$ cat src/rtl/mnist_infer_ctrl.sv
// Layer sequencer for a two-layer MLP: walks one shared MAC datapath through every
// hidden neuron, then every output neuron, and tracks the argmax of the output scores.
module mnist_infer_ctrl #(
    parameter int IN_N  = 784,
    parameter int HID_N = 32,
    parameter int OUT_N = 10,
    parameter int DW    = 16,
    localparam int AW   = $clog2(HID_N*IN_N + OUT_N*HID_N),
    localparam int IAW  = $clog2((IN_N > HID_N) ? IN_N : HID_N),
    localparam int BW   = $clog2(HID_N + OUT_N),
    localparam int SW   = $clog2((HID_N > OUT_N) ? HID_N : OUT_N)
) (
    input  logic           clk,
    input  logic           rst,
    input  logic           start,
    output logic           busy,
    output logic           done,
    output logic [3:0]     pred_digit,
    output logic           layer,
    output logic [IAW-1:0] in_addr,
    output logic [AW-1:0]  w_addr,
    output logic [BW-1:0]  b_addr,
    output logic           mac_clr,
    output logic           mac_en,
    output logic           bias_en,
    output logic           st_we,
    output logic [SW-1:0]  st_addr,
    output logic           relu_en,
    input  logic [DW-1:0]  acc_q
);

    typedef enum logic [2:0] {
        S_IDLE, S_CLR, S_MAC, S_DRAIN, S_BIAS, S_STORE, S_DONE
    } state_t;

    localparam logic [IAW-1:0] IN_LAST  = IAW'(IN_N - 1);
    localparam logic [IAW-1:0] HID_TAP  = IAW'(HID_N - 1);
    localparam logic [SW-1:0]  HID_LAST = SW'(HID_N - 1);
    localparam logic [SW-1:0]  OUT_LAST = SW'(OUT_N - 1);
    localparam logic signed [DW-1:0] MOST_NEG = {1'b1, {(DW-1){1'b0}}};

    state_t state, state_d;

    logic [IAW-1:0] k;
    logic [SW-1:0]  n;
    logic [AW-1:0]  w_ptr;
    logic [BW-1:0]  b_ptr;
    logic signed [DW-1:0] max_q;
    logic [3:0]     idx_q;

    logic last_tap;
    logic last_n;
    logic score_win;

    assign last_tap  = (k == (layer ? HID_TAP : IN_LAST));
    assign last_n    = (n == (layer ? OUT_LAST : HID_LAST));
    assign score_win = layer && ($signed(acc_q) > max_q);

    // NOTE: sequential state is updated with non-blocking assignments only, so every
    // register samples the pre-edge values of the others regardless of block order.
    always_ff @(posedge clk) begin
        if (rst) state <= S_IDLE;
        else     state <= state_d;
    end

    always_comb begin
        state_d = state;
        unique case (state)
            S_IDLE:  if (start) state_d = S_CLR;
            S_CLR:   state_d = S_MAC;
            S_MAC:   if (last_tap) state_d = S_DRAIN;
            S_DRAIN: state_d = S_BIAS;
            S_BIAS:  state_d = S_STORE;
            S_STORE: state_d = (layer && last_n) ? S_DONE : S_CLR;
            S_DONE:  state_d = S_IDLE;
            default: state_d = S_IDLE;
        endcase
    end

    // Weights and biases are laid out contiguously neuron after neuron, hidden layer
    // first, so both address pointers simply advance across the whole inference.
    always_ff @(posedge clk) begin
        if (rst) begin
            k          <= '0;
            n          <= '0;
            layer      <= 1'b0;
            w_ptr      <= '0;
            b_ptr      <= '0;
            mac_en     <= 1'b0;
            max_q      <= '0;
            idx_q      <= '0;
            pred_digit <= '0;
        end else begin
            // Memories answer one cycle after the address, so the accumulate strobe lags MAC.
            mac_en <= (state == S_MAC);
            case (state)
                S_IDLE: begin
                    if (start) begin
                        layer <= 1'b0;
                        n     <= '0;
                        w_ptr <= '0;
                        b_ptr <= '0;
                        max_q <= MOST_NEG;
                        idx_q <= '0;
                    end
                end
                S_CLR: k <= '0;
                S_MAC: begin
                    k     <= k + IAW'(1);
                    w_ptr <= w_ptr + AW'(1);
                end
                S_STORE: begin
                    b_ptr <= b_ptr + BW'(1);
                    if (score_win) begin
                        max_q <= $signed(acc_q);
                        idx_q <= 4'(n);
                    end
                    if (layer && last_n)
                        pred_digit <= score_win ? 4'(n) : idx_q;
                    if (last_n) begin
                        n     <= '0;
                        layer <= 1'b1;
                    end else begin
                        n <= n + SW'(1);
                    end
                end
                default: ;
            endcase
        end
    end

    // NOTE: every output gets a default before the case so no path can infer a latch.
    always_comb begin
        busy    = 1'b0;
        done    = 1'b0;
        in_addr = '0;
        w_addr  = '0;
        b_addr  = '0;
        mac_clr = 1'b0;
        bias_en = 1'b0;
        st_we   = 1'b0;
        st_addr = '0;
        relu_en = 1'b0;
        if (state inside {S_CLR, S_MAC, S_DRAIN, S_BIAS, S_STORE}) begin
            busy   = 1'b1;
            b_addr = b_ptr;
        end
        case (state)
            S_CLR: mac_clr = 1'b1;
            S_MAC: begin
                in_addr = k;
                w_addr  = w_ptr;
            end
            S_BIAS: bias_en = 1'b1;
            S_STORE: begin
                st_we   = 1'b1;
                st_addr = n;
                relu_en = ~layer;
            end
            S_DONE: done = 1'b1;
            default: ;
        endcase
    end

endmodule
$ cat config.mk
export PLATFORM = sky130hd
export DESIGN_NAME = mnist_infer_ctrl
export DESIGN_NICKNAME = d
export VERILOG_FILES = /design/src/rtl/mnist_infer_ctrl.sv
export SDC_FILE = /design/constraint.sdc
export NUM_CORES = 1
export LEC_CHECK = 0
export BUFFER_PORTS_ARGS = -buffer_cell sky130_fd_sc_hd__buf_2
export CAP_MARGIN = 20
export CORE_MARGIN = 2
export CORE_UTILIZATION = 45
export DETAILED_ROUTE_END_ITERATION = 8
export GPL_ROUTABILITY_DRIVEN = 0
export PLACE_DENSITY = 0.78
export SETUP_SLACK_MARGIN = 0.5
export SYNTH_ARGS = -nofsm -noshare
export SYNTH_HDL_FRONTEND = slang
export SYNTH_SLANG_ARGS = --single-unit
$ cat constraint.sdc
create_clock -name clk -period 2.2 [get_ports clk]
set_input_delay 0 -clock clk [delete_from_list [all_inputs] [get_ports clk]]
set_output_delay 0 -clock clk [all_outputs]
set_load 0.02 [all_outputs]
# --- Word-level counts from Yosys, hierarchy flattened ---
# Cells that the tools add are included.
word_totals:
  ff_bits: 65
  wordCells: 74
  out_inout_bits: 48
classes:
  muxes: 33
  magnitude_cmp: 1
  n_addsub: 4
  n_bitwise: 1
  reduce_logical: 13
  eq_ne: 12
op_table:
  columns: ["cell", "n"]
  rows:
  - ["$mux 16", 2]
  - ["$pmux 16 s2", 1]
  - ["$mux 15", 2]
  - ["$pmux 15 s2", 1]
  - ["$mux 10", 2]
  - ["$mux 5", 4]
  - ["$pmux 10 s2", 1]
  - ["$pmux 3 s6", 1]
  - ["$gt 16x16->1", 1]
  - ["$add 15x1->15 const B", 1]
  - ["$mux 6", 2]
  - ["$pmux 6 s2", 1]
  - ["$add 10x1->10 const B", 1]
  - ["$eq 10x10->1", 1]
  - ["$pmux 5 s2", 1]
  - ["$eq 3x3->1 const B", 3]
  - ["$mux 3", 3]
  - ["$mux 1", 8]
  - ["$mux 4", 2]
  - ["$ne 2x2->1 const B", 4]
  - ["$pmux 4 s2", 1]
  - ["$reduce_and 2->1", 4]
  - ["$add 6x1->6 const B", 1]
  - ["$eq 3x2->1 const B", 2]
  - ["other kinds (10)", 14]

# --- Depth between registers and ports, before layout ---
logic_depth:
  depth_word: 5
  depth_mapped: 9

# --- Least setup slack after synthesis ---
# Ideal clock, no wire load.
synth_path:
  path_kind: "register to register"
  from: "reg max_q[1]"
  to: "reg pred_digit[1]"
  path_stages_with_launch: 9
  setup_slack_ns: 0.101
  arrival_time_ns: 1.998
  path_cell_list: "dfxtp_1 -> inv_1 -> ha_1 -> nor2b_1 -> o211a_1 -> o21a_2 -> nor3_1 -> mux2_1 -> o41ai_1"
synth_via:
  elab_chain_len: 3
synth_rtl:
  columns: ["item", "line", "source"]
  rows:
  - ["from (decl)", "48", "logic signed [DW-1:0] max_q;"]
  - ["from (signal assigned)", "115", "max_q <= $signed(acc_q);"]
  - ["$gt 16x16->1", "57", "assign score_win = layer && ($signed(acc_q) > max_q);"]
  - ["$logic_and 1x1->1", "57", null]
  - ["$mux 4", null, null]
  - ["to (signal assigned)", "119", "pred_digit <= score_win ? 4'(n) : idx_q;"]
  - ["to (decl)", "18", "output logic [3:0] pred_digit,"]
# No other way between the ends.
# A chain may end at the register's enable or synchronous reset.

# --- Worst setup path after layout ---
layout_path:
  from: "reg max_q[13]"
  to: "reg idx_q[2]"
layout_via:
  elab_chain_len: 4
layout_rtl:
  columns: ["item", "line", "source"]
  rows:
  - ["$gt 16x16->1", "57", null]
  - ["$logic_and 1x1->1", "57", null]
  - ["$mux 4", null, null]
  - ["$pmux 4 s2", null, null]
  - ["to (signal assigned)", "116", "idx_q <= 4'(n);"]
  - ["to (decl)", "49", "logic [3:0] idx_q;"]
# No other way between the ends.

==> results.md <==
- Status: finished, violations left
- Failing checks: setup timing
- Number of CTS-inserted buffers: 9
- Die ar.: 9120 µm²
- WHS Path Cells: 4
- CP Cell Sequence: inv_4 -> ha_4 -> buf_4 -> a21oi_2 -> o21ai_2 -> a21o_4 -> buf_4 -> o31a_2 -> o21ai_1 -> o41ai_2
- Share of cells above drive strength 1: 46.2%
- Initial drt markers: 397
- Core ar.: 8180 µm²
- Area of the multi-input gates: 3000 µm²
- Sequential fraction of the synthesis area: 34.5%
- Largest net degree at the start of global routing: 31
- Final net count: 627
- Vias/cell: 6.13
- Max Freq: 0.427 GHz
- Hold_sp: acc_q[3]
- Hold WS: 14.8 ps
- Per-cell routed wire length: 19.9 µm
- Final Setup Violations: 15
- Fin util: 69.6%
- Crit path top cell by count: buf_4
- Area share of the largest cell type after synthesis: 34.5%
- Count of input and output buffers: 66
- Final Slew Violations: 0
- Post-Synth Simple-Gate Area: 31.5%
- Hold Fails Final Rpt: 0
- Crit start category: flop
- R2R Path End: idx_q[2]
- Final Cell Area: 5690 µm²
- Worst slew margin: 58.9%
- TritonCTS clock tree: done
- Reg2reg start: max_q[13]
- Filler instances: 553
- Vias in the first global route: 3993
- Register bit count reported by yosys: 65
- Slew @ Worst Pin: 616 ps
- Finished Layout Cells: 698
- Initial Util: 46.1%
- Placed inst area: 4410 µm²
- Max VDD drop: 0.385 mV
- Worst EP arrival: 2580 ps
- Asr flop ratio synth: 0%
- Crit Path Category: reg2reg
- R2r setup slk: -140 ps
- Final Cycle Share: 107%
- Avg Inst Size Synth: 8.02 µm²
- CP max-delay cell: o31a_2
- Post-Synth Adder-Cell Area: 6.64%
- CP Max Fanout: 5
- Antenna-violating nets left: 0
- Net Count, Synth: 509
- Clock Skews: 19.3 ps
- Compound-Gate Fraction of Synth Area: 18.4%
- Post-synth EDFFs: 0
- Hold Path Class: in2reg
- Syn-to-layout area delta: 51.0%
- FF/Latch Area: 1330 µm²
- Crit path largest cell delay: 410 ps
- Synth area leader: dfxtp_1
- GRT Total Usage: 27.0%
- Post-Syn Instances: 470
- WL final: 13900 µm
- P per Cell Area: 497 nW/µm²
- Xor/xnor share of the synthesized area: 0.465%
- Diode count: 0
- Multiplexer share of the synthesized area: 2.95%
- Largest family of logic cells by synthesized area: simple AND/OR/NAND/NOR gates
- Via count: 4279
- WHS Endpoint: max_q[3]
- Longest Clk Path Bufs: 2
- Largest cells by area after synthesis: dfxtp_1 35%, ha_1 6.6%, and2_1 5.8%
- Syn Std Cell Area: 3770 µm²
- Dpl cells: 634
- Pleak: 0.00230 µW
- CTS Sinks: 65
- Die Wd: 95.5 µm
- Remaining global-route overflow: 0
- Detailed Place HPWL: 6720 µm
- Unrepaired setup endpoints after global routing: yes
- Max Cap Viol: 0
- Final min period: 2340 ps
- Crit path required time: 2430 ps
- Netlist cell types: 53
- Antenna violations before repair: 0
- I/O pin total: 67
- Reg2Reg Depth: 10
- Worst setup EP type: flop
- H-tree levels: 3
- Predominant post-synthesis flop cell: dfxtp_1
- Clock-pin slew on the worst setup and hold paths: 90 ps
- CP delay by family, top: compound AO/OA/AOI/OAI gates
- Clock root buffer: clkbuf_8
- Final worst slack: -143 ps
- CP bufs+invs: 3
- Drt first pass iters: 6
- Synthesis Warnings: 0
- First-pass GRT wire length: 19100 µm
- Die height: 95.5 µm
- Residual DRC: 0
- Row count: 33
- Worst-Skew Late Latency: 370 ps
==> how the worst max path moves through the flow <==
stage | cells after the start | end | startpoint
4_1_cts | 9 | max_q[4] | max_q[1]
3_5_place_dp | 8 | max_q[14] | max_q[9]
2_1_floorplan | 9 | max_q[1] | max_q[1]
3_3_place_gp | 8 | max_q[6] | max_q[9]
6_report | 10 | idx_q[2] | max_q[13]
5_1_grt | 12 | idx_q[3] | max_q[15]
==> cells by family (layout without fill, tap and decap cells) <==
logic type               after synthesis  in the layout
XOR/XNOR                               2              2
AND/OR/NAND/NOR                      209            210
buffers and inverters                 52            171
AO/OA/AOI/OAI                        112            115
flip-flops                            65             65
adder cells (fa/ha/maj)               20             20
multiplexers                          10             10
==> sequential cells by signal, indices dropped and copies added (netlist names) <==
signal,cells
b_ptr,6
idx_q,4
k,10
layer,1
mac_en,1
max_q,16
n,5
pred_digit,4
state,3
w_ptr,15
==> routing by layer <==
layer	track usage [%]	wire, µm	share of wire [%]
met5	0	0	0
met3	4.82	1030	7.4
met4	14.5	603	4.3
met1	31.2	5510	40
met2	47.1	6740	49
==> placed cells by master, fill, tap and decap left out, drive strengths merged, types with 4 or more instances in the layout <==
master,instances
nand3,25
nor2,41
nor3b,4
a21oi,42
and2,35
nand2,27
dfxtp,65
inv,24
nor2b,21
mux2,9
clkinv,4
buf,128
and3,4
o41ai,18
nand3b,9
o31a,4
clkbuf,9
nand4,12
or2,6
ha,20
nor3,9
o21ai,35
==> final cells by class <==
type,count,area share (%)
Inverter,24,1.67
Clock buffer,9,2.18
Tap cell,105,2.31
Timing Repair Buffer,131,16.8
Clock inverter,7,0.814
Multi-Input combinational cell,357,52.8
Sequential cell,65,23.4
==> stage by stage <==
| step | power, µW | setup WS, ps | setup TNS [ps] |
|---|---|---|---|
| floorplan | 1510 | 196 | 0 |
| global placement | 1620 | -40.0 | -536 |
| detailed placement | 1630 | -177 | -2970 |
| CTS | 2650 | 74.5 | 0 |
| global route | 2910 | -184 | -2450 |
| finish | 2830 | -143 | -668 |
==> Yosys cell counts, types with 2 or more instances <==
master	number
nand2_1	25
nand4_2	2
or3b_2	2
buf_2	4
or3_1	2
nand3_1	25
o41ai_1	18
inv_1	23
nor2_1	41
nor3b_1	2
nor4bb_1	2
a21oi_1	41
mux2_2	8
nor3_1	9
ha_1	20
nand3b_1	8
and2_1	35
o21ai_0	35
clkbuf_1	22
a221oi_1	2
dfxtp_1	65
or2_2	5
nor4_1	2
nor2b_1	21
and3_1	4
and4_1	2
nand4_1	10
nand2b_1	3
a31oi_1	3
xnor2_1	2
a211oi_1	2
nor3b_2	2
a21o_1	3
==> tightest hold or removal path, stage by stage <==
cell and delay, ps:
buf_2 90, nor2b_1 140, o21ai_1 90, o41ai_2 40
==> power by group <==
group | switching (µW) | leakage (µW) | internal, µW
clock | 547 | 0.0000814 | 406
combinational | 383 | 0.00169 | 276
sequential | 25.2 | 0.000533 | 1190
total | 956 | 0.00230 | 1870
==> timing repair <==
| action | in CTS | in global routing |
|---|---|---|
| endpoints found under the setup margin | 80 | 74 |
| endpoints found under the hold margin | 3 | 0 |
| pin swaps | 27 | 22 |
| cloned | 4 | 1 |
| setup buffers | 23 | 17 |
| gates resized for setup | 95 | 83 |
| hold buffers | 3 | 0 |
(Power assumes the default switching activity.)
